===== config.mk =====
export PLATFORM = sky130hd
export DESIGN_NAME = sck_frame_counter
export DESIGN_NICKNAME = d
export VERILOG_FILES = /design/src/rtl/rgr_pkg.sv /design/src/rtl/sync_edge_det.sv /design/src/rtl/sck_frame_counter.sv
export SDC_FILE = /design/constraint.sdc
export NUM_CORES = 1
export LEC_CHECK = 0
export ABC_AREA = 0
export BUFFER_PORTS_ARGS = -buffer_cell sky130_fd_sc_hd__buf_2
export CAP_MARGIN = 40
export CORE_MARGIN = 8
export CORE_UTILIZATION = 54
export DETAILED_ROUTE_END_ITERATION = 6
export GPL_TIMING_DRIVEN = 0
export PLACE_DENSITY = 0.82
export SLEW_MARGIN = 10
export SYNTH_ARGS = -nofsm -noshare
export SYNTH_HDL_FRONTEND = slang
export SYNTH_SLANG_ARGS = --single-unit

===== constraint.sdc =====
create_clock -name i_clk -period 2.7 [get_ports i_clk]
set_clock_uncertainty 0.2 [all_clocks]
set_input_delay 0.135 -clock i_clk [delete_from_list [all_inputs] [get_ports i_clk]]
set_output_delay 0.135 -clock i_clk [all_outputs]
set_load 0.05 [all_outputs]

===== src/rtl/rgr_pkg.sv =====
// Shared types and default sizing for the RGR serial front end.
package rgr_pkg;

  localparam int unsigned CNT_W_DEF       = 5;
  localparam int unsigned SYNC_STAGES_DEF = 2;

  typedef enum logic [1:0] {
    ST_IDLE  = 2'd0,
    ST_COUNT = 2'd1,
    ST_HOLD  = 2'd2
  } fsm_state_e;

endpackage


===== src/rtl/sync_edge_det.sv =====
// Synchronises raw SCK and CS_n into the i_clk domain and detects the
// selected SCK edge; CS_n is passed on as a synchronised level only.
module sync_edge_det
  import rgr_pkg::*;
#(
  parameter int unsigned STAGES = SYNC_STAGES_DEF
) (
  input  logic i_clk,
  input  logic i_rst_n,
  input  logic i_sck,
  input  logic i_cs_n,
  input  logic i_en,
  input  logic i_edge_sel,
  output logic o_cs_n_sync,
  output logic o_sck_evt_c
);

  logic [STAGES-1:0] sck_sync_q, sck_sync_d;
  logic [STAGES-1:0] cs_sync_q, cs_sync_d;
  logic              sck_prev_q, sck_prev_d;
  logic              sck_lvl;

  always_comb begin
    sck_sync_d = {sck_sync_q[STAGES-2:0], i_sck};
    cs_sync_d  = {cs_sync_q[STAGES-2:0], i_cs_n};
    sck_prev_d = sck_sync_q[STAGES-1];
  end

  // CS_n resets to deasserted so a fresh low must be observed after reset.
  always_ff @(posedge i_clk or negedge i_rst_n) begin
    if (!i_rst_n) begin
      sck_sync_q <= '0;
      cs_sync_q  <= '1;
      sck_prev_q <= 1'b0;
    end else begin
      sck_sync_q <= sck_sync_d;
      cs_sync_q  <= cs_sync_d;
      sck_prev_q <= sck_prev_d;
    end
  end

  assign sck_lvl     = sck_sync_q[STAGES-1];
  assign o_cs_n_sync = cs_sync_q[STAGES-1];
  assign o_sck_evt_c = i_en & (i_edge_sel ? (sck_prev_q & ~sck_lvl)
                                          : (~sck_prev_q & sck_lvl));

endmodule


===== src/rtl/sck_frame_counter.sv =====
// SPI-slave bit/frame counter: counts selected SCK edges up to a run-time
// frame length and flags frame done, abort and overrun.
module sck_frame_counter
  import rgr_pkg::*;
#(
  parameter int unsigned CNT_W       = CNT_W_DEF,
  parameter int unsigned SYNC_STAGES = SYNC_STAGES_DEF
) (
  input  logic             i_clk,
  input  logic             i_rst_n,
  input  logic             i_sck,
  input  logic             i_cs_n,
  input  logic             i_en,
  input  logic             i_clr,
  input  logic             i_edge_sel,
  input  logic             i_auto,
  input  logic [CNT_W-1:0] i_len,
  output logic [CNT_W-1:0] o_cnt,
  output logic             o_sck_evt,
  output logic             o_last,
  output logic             o_done,
  output logic             o_abort,
  output logic             o_ovf,
  output logic [7:0]       o_frames
);

  localparam int unsigned FRM_W = 8;
  localparam int unsigned CMP_W = CNT_W + 1;

  fsm_state_e       state_q, state_d;
  logic [CNT_W-1:0] cnt_q, cnt_d;
  logic [FRM_W-1:0] frames_q, frames_d;
  logic             ovf_q, ovf_d;
  logic             done_q, done_d;
  logic             abort_q, abort_d;
  logic             sck_evt_q, sck_evt_d;
  logic             cs_n_sync;
  logic             sck_evt_c;
  logic [CMP_W-1:0] cnt_inc_c;

  sync_edge_det #(
    .STAGES (SYNC_STAGES)
  ) u_sync (
    .i_clk       (i_clk),
    .i_rst_n     (i_rst_n),
    .i_sck       (i_sck),
    .i_cs_n      (i_cs_n),
    .i_en        (i_en),
    .i_edge_sel  (i_edge_sel),
    .o_cs_n_sync (cs_n_sync),
    .o_sck_evt_c (sck_evt_c)
  );

  // Extra bit so a shortened i_len below the count still terminates the frame.
  assign cnt_inc_c = {1'b0, cnt_q} + CMP_W'(1);

  always_comb begin
    state_d   = state_q;
    cnt_d     = cnt_q;
    frames_d  = frames_q;
    ovf_d     = ovf_q;
    done_d    = 1'b0;
    abort_d   = 1'b0;
    sck_evt_d = sck_evt_c;
    if (i_clr) begin
      state_d  = ST_IDLE;
      cnt_d    = '0;
      frames_d = '0;
      ovf_d    = 1'b0;
    end else if (i_en) begin
      if (cs_n_sync) begin
        state_d = ST_IDLE;
        cnt_d   = '0;
        abort_d = (state_q == ST_COUNT) && (cnt_q != '0);
      end else begin
        case (state_q)
          ST_IDLE: begin
            if (i_len != '0) begin
              state_d = ST_COUNT;
              cnt_d   = '0;
            end
          end
          ST_COUNT: begin
            if (sck_evt_c) begin
              if (cnt_inc_c >= {1'b0, i_len}) begin
                done_d   = 1'b1;
                frames_d = frames_q + FRM_W'(1);
                if (i_auto) begin
                  cnt_d = '0;
                end else begin
                  cnt_d   = i_len;
                  state_d = ST_HOLD;
                end
              end else begin
                cnt_d = cnt_inc_c[CNT_W-1:0];
              end
            end
          end
          ST_HOLD: begin
            if (sck_evt_c) ovf_d = 1'b1;
          end
          default: state_d = ST_IDLE;
        endcase
      end
    end
  end

  always_ff @(posedge i_clk or negedge i_rst_n) begin
    if (!i_rst_n) begin
      state_q   <= ST_IDLE;
      cnt_q     <= '0;
      frames_q  <= '0;
      ovf_q     <= 1'b0;
      done_q    <= 1'b0;
      abort_q   <= 1'b0;
      sck_evt_q <= 1'b0;
    end else begin
      state_q   <= state_d;
      cnt_q     <= cnt_d;
      frames_q  <= frames_d;
      ovf_q     <= ovf_d;
      done_q    <= done_d;
      abort_q   <= abort_d;
      sck_evt_q <= sck_evt_d;
    end
  end

  assign o_cnt     = cnt_q;
  assign o_frames  = frames_q;
  assign o_ovf     = ovf_q;
  assign o_done    = done_q;
  assign o_abort   = abort_q;
  assign o_sck_evt = sck_evt_q;
  assign o_last    = (state_q == ST_COUNT) && (cnt_q == i_len - CNT_W'(1));

endmodule


==> metrics.cfg <==
[synth]
synth.most_common_cell = dfrtp_1
synth-async-reset-ratio = 1.00
synth_compound_area_frac = 0.156
synth_xor_area_frac = 0.0709
yosys.area_share.adder = 0.0760
synth_area_um2 = 1480
synth_seq_cells = 24
ys_seq_area_frac = 0.407
yosysUniqueCellTypes = 45
syn_avg_cell_area_um2 = 9.68
synth_commonest_cells = dfrtp_1 (22), nand3_1 (17), nor2_1 (11)
netlist_instances = 153
synth_top_family_by_area = simple AND/OR/NAND/NOR gates
muxShareOfSynthArea = 0
synth.net_count = 175
synth.area.top_cells = dfrtp_1 (37%), ha_1 (7.6%), nand3_1 (5.7%), xor2_1 (4.1%), dfstp_2 (3.5%)
synth-edff-count = 0
synth-main-ff-cell = dfrtp_1
yosysTopAreaCell = dfrtp_1
yosysTopAreaCellShare = 0.372
yosysWarnings = 0
synth_simple_gate_area_frac = 0.249

[timing]
tightest_slew_ns = 0.528
maxSlewHeadroom = 0.648
whs_ns = 0.0466
setup_tns_ns = 0
drv_slew = 0
period_share = 0.970
setup_viol = 0
finalCriticalPeriod_ns = 2.62
finalHoldViolCount = 0
fmax_ghz = 0.382

[power_and_ir_drop]
p_leak_nw = 0.902
p_sw_frac = 0.259
p_clk_frac = 0.259
p_int_uw = 462
vdd_drop_max_mv = 0.384
pwr-share-comb = 0.146
powerDensity_nw_per_um2 = 332
sequentialPowerShare = 0.595
power.switching_uw = 162

[global_routing]
grt_use_total = 0.159
grt_pass1_wl_um = 5870
grt_max_degree = 25
grt_pass1_vias = 1373
antenna_found_initial = 0
grt_overflow_total = 0

[layout]
antenna_cells = 0
fin_nets = 222
drive_above_1_share = 0.286
finish.instance_area_um2 = 1880
areaGrowthSynthToFinish_pct = 26.7

[clocking]
htree_levels = 1
cts_tree = yes
clock_path_buffers = 2
insertion_delay_ns = 0.32
cts-root-buf = clkbuf_4
cts-buffers-inserted = 3
clkTransAtPathRegs_ns = 0.14
clock-sinks = 24

[setup_path]
critPathRequiredTime_ns = 2.70
cp_slowest_stage_delay_ns = 0.49
crit_slowest_cell = dfrtp_2
endpoint_kind = flop
worst_ep_arrival_time_ns = 2.62
critPathBufInv = 1
path_cells = nand3_2, xnor2_2, ha_1, a21o_1, a21oi_4, o21ai_4, or2_0, buf_2, a32o_1
critical_path_class = flop to flop
critPathMaxFanout = 9
start_kind = flop
crit_family = compound AO/OA/AOI/OAI gates

[floorplanning]
start_util = 0.551
die_h_um = 68.4
die_w_um = 68.4
core_um2 = 2690
dieArea_um2 = 4680
row_count = 19
ios = 31

[route]
totalWireLength_um = 3740
drc_errors = 0
postRouteAntennaNets = 0
drt_iter0_drc = 87
num_vias = 1371
drt-vias-per-instance = 5.96
post_drt_wl_per_cell_um = 16.3
first_pass_iters = 4

[job]
drv_cap = 0

[hold_path]
hold_class = input pin to flop

[placement]
io_buffers = 30
gp_congestion = 0.905
dp_hpwl_um = 2610
dpl_cell_area_um2 = 1670

[run_status]
status = finished clean

-- per-layer routing --
layer / global-route usage / share of wire / vias to the layer above
met5: 0 / 0 / -
met4: 0.0614 / 0.014 / 0
met1: 0.184 / 0.43 / 667
met2: 0.279 / 0.51 / 54
li1: - / - / 642
met3: 0.0360 / 0.050 / 8
-- through the flow --
stage / setup WS (ns) / util / total power, mW / std cells
floorplan: 0.0143 / - / 0.419 / 153
global placement: 0.0832 / 0.623 / 0.447 / 214
detailed placement: 0.0439 / 0.623 / 0.451 / 214
CTS: 0.000566 / 0.674 / 0.622 / 229
global route: -0.0208 / 0.699 / 0.651 / 230
finish: 0.0804 / 0.699 / 0.624 / 230
-- worst register-to-register path, stage by stage, from the launching register on --
cell	delay (ns)
dfrtp_2	0.49
nand3_2	0.18
xnor2_2	0.19
ha_1	0.31
a21o_1	0.20
a21oi_4	0.21
o21ai_4	0.12
or2_0	0.21
buf_2	0.16
a32o_1	0.22
-- power by group through the flow --
stage          combinational (mW)  clock (mW)  sequential (mW)
4_1_cts                    0.0855       0.166            0.371
3_5_place_dp               0.0730           0            0.378
3_3_place_gp               0.0699           0            0.377
2_1_floorplan              0.0390           0            0.380
5_1_grt                    0.0996       0.179            0.372
6_report                   0.0910       0.162            0.371
-- placed cells by master, fill, tap and decap left out, types with 2 or more instances in the layout --
master,instances
a21o_1,2
a21oi_1,6
and4_1,2
buf_2,32
buf_4,2
clkbuf_1,2
clkbuf_4,3
dfrtp_1,19
dfrtp_2,3
dfstp_2,2
dlygate4sd3_1,11
ha_1,8
inv_1,10
nand2_1,6
nand2b_1,3
nand3_1,15
nand3_2,2
nor2_1,10
nor2_4,2
nor3_1,5
nor4b_1,2
o2111ai_1,2
o211ai_1,4
o21ai_0,4
o21ai_1,2
o21ai_4,2
or3_1,2
xnor2_1,4
xor2_1,7
-- final timing paths --
kind	endpoint	startpoint	slack, ns	depth (start not counted)
worst max-delay path	state_q[1]	o_cnt[2]	0.08	9
worst min-delay path	o_sck_evt	i_edge_sel	0.05	4
worst max register to register	state_q[1]	o_cnt[2]	0.08	9
worst min register to register	u_sync.sck_sync_q[1]	u_sync.sck_sync_q[0]	0.16	0
max in group asynchronous	o_cnt[1]	i_rst_n	1.79	2
min in group asynchronous	o_frames[1]	i_rst_n	0.11	2
-- sequential cells by signal, summed over array words and instances (netlist names) --
register	flops
o_abort	1
u_sync.cs_sync_q	2
o_frames	8
u_sync.sck_sync_q	2
state_q	2
o_ovf	1
o_sck_evt	1
u_sync.sck_prev_q	1
o_cnt	5
o_done	1
-- area by class of cell --
type / count / area [um2]
multi-input cells: 115 / 878
repair buffers: 43 / 275
flip-flops and latches: 24 / 607
plain buffers: 3 / 13.8
clock buffers: 4 / 26.3
fillers: 220 / 810
well taps: 31 / 38.8
inverters: 10 / 37.5
-- timing repair --
action                                  CTS  global route
setup buffers                             0             2
endpoints found under the hold margin    35             0
resized for setup                         0            10
endpoints found under the setup margin    0            16
hold buffers                             11             0
-- kinds of logic after synthesis --
group | after synthesis
AOI/OAI and AO/OA | 31
xor gates and xnor gates | 12
adders and majority gates | 9
buffers and inverters | 15
DFF | 24
and+or+nand+nor | 62
Note: power is estimated with default switching activity, not from simulation.
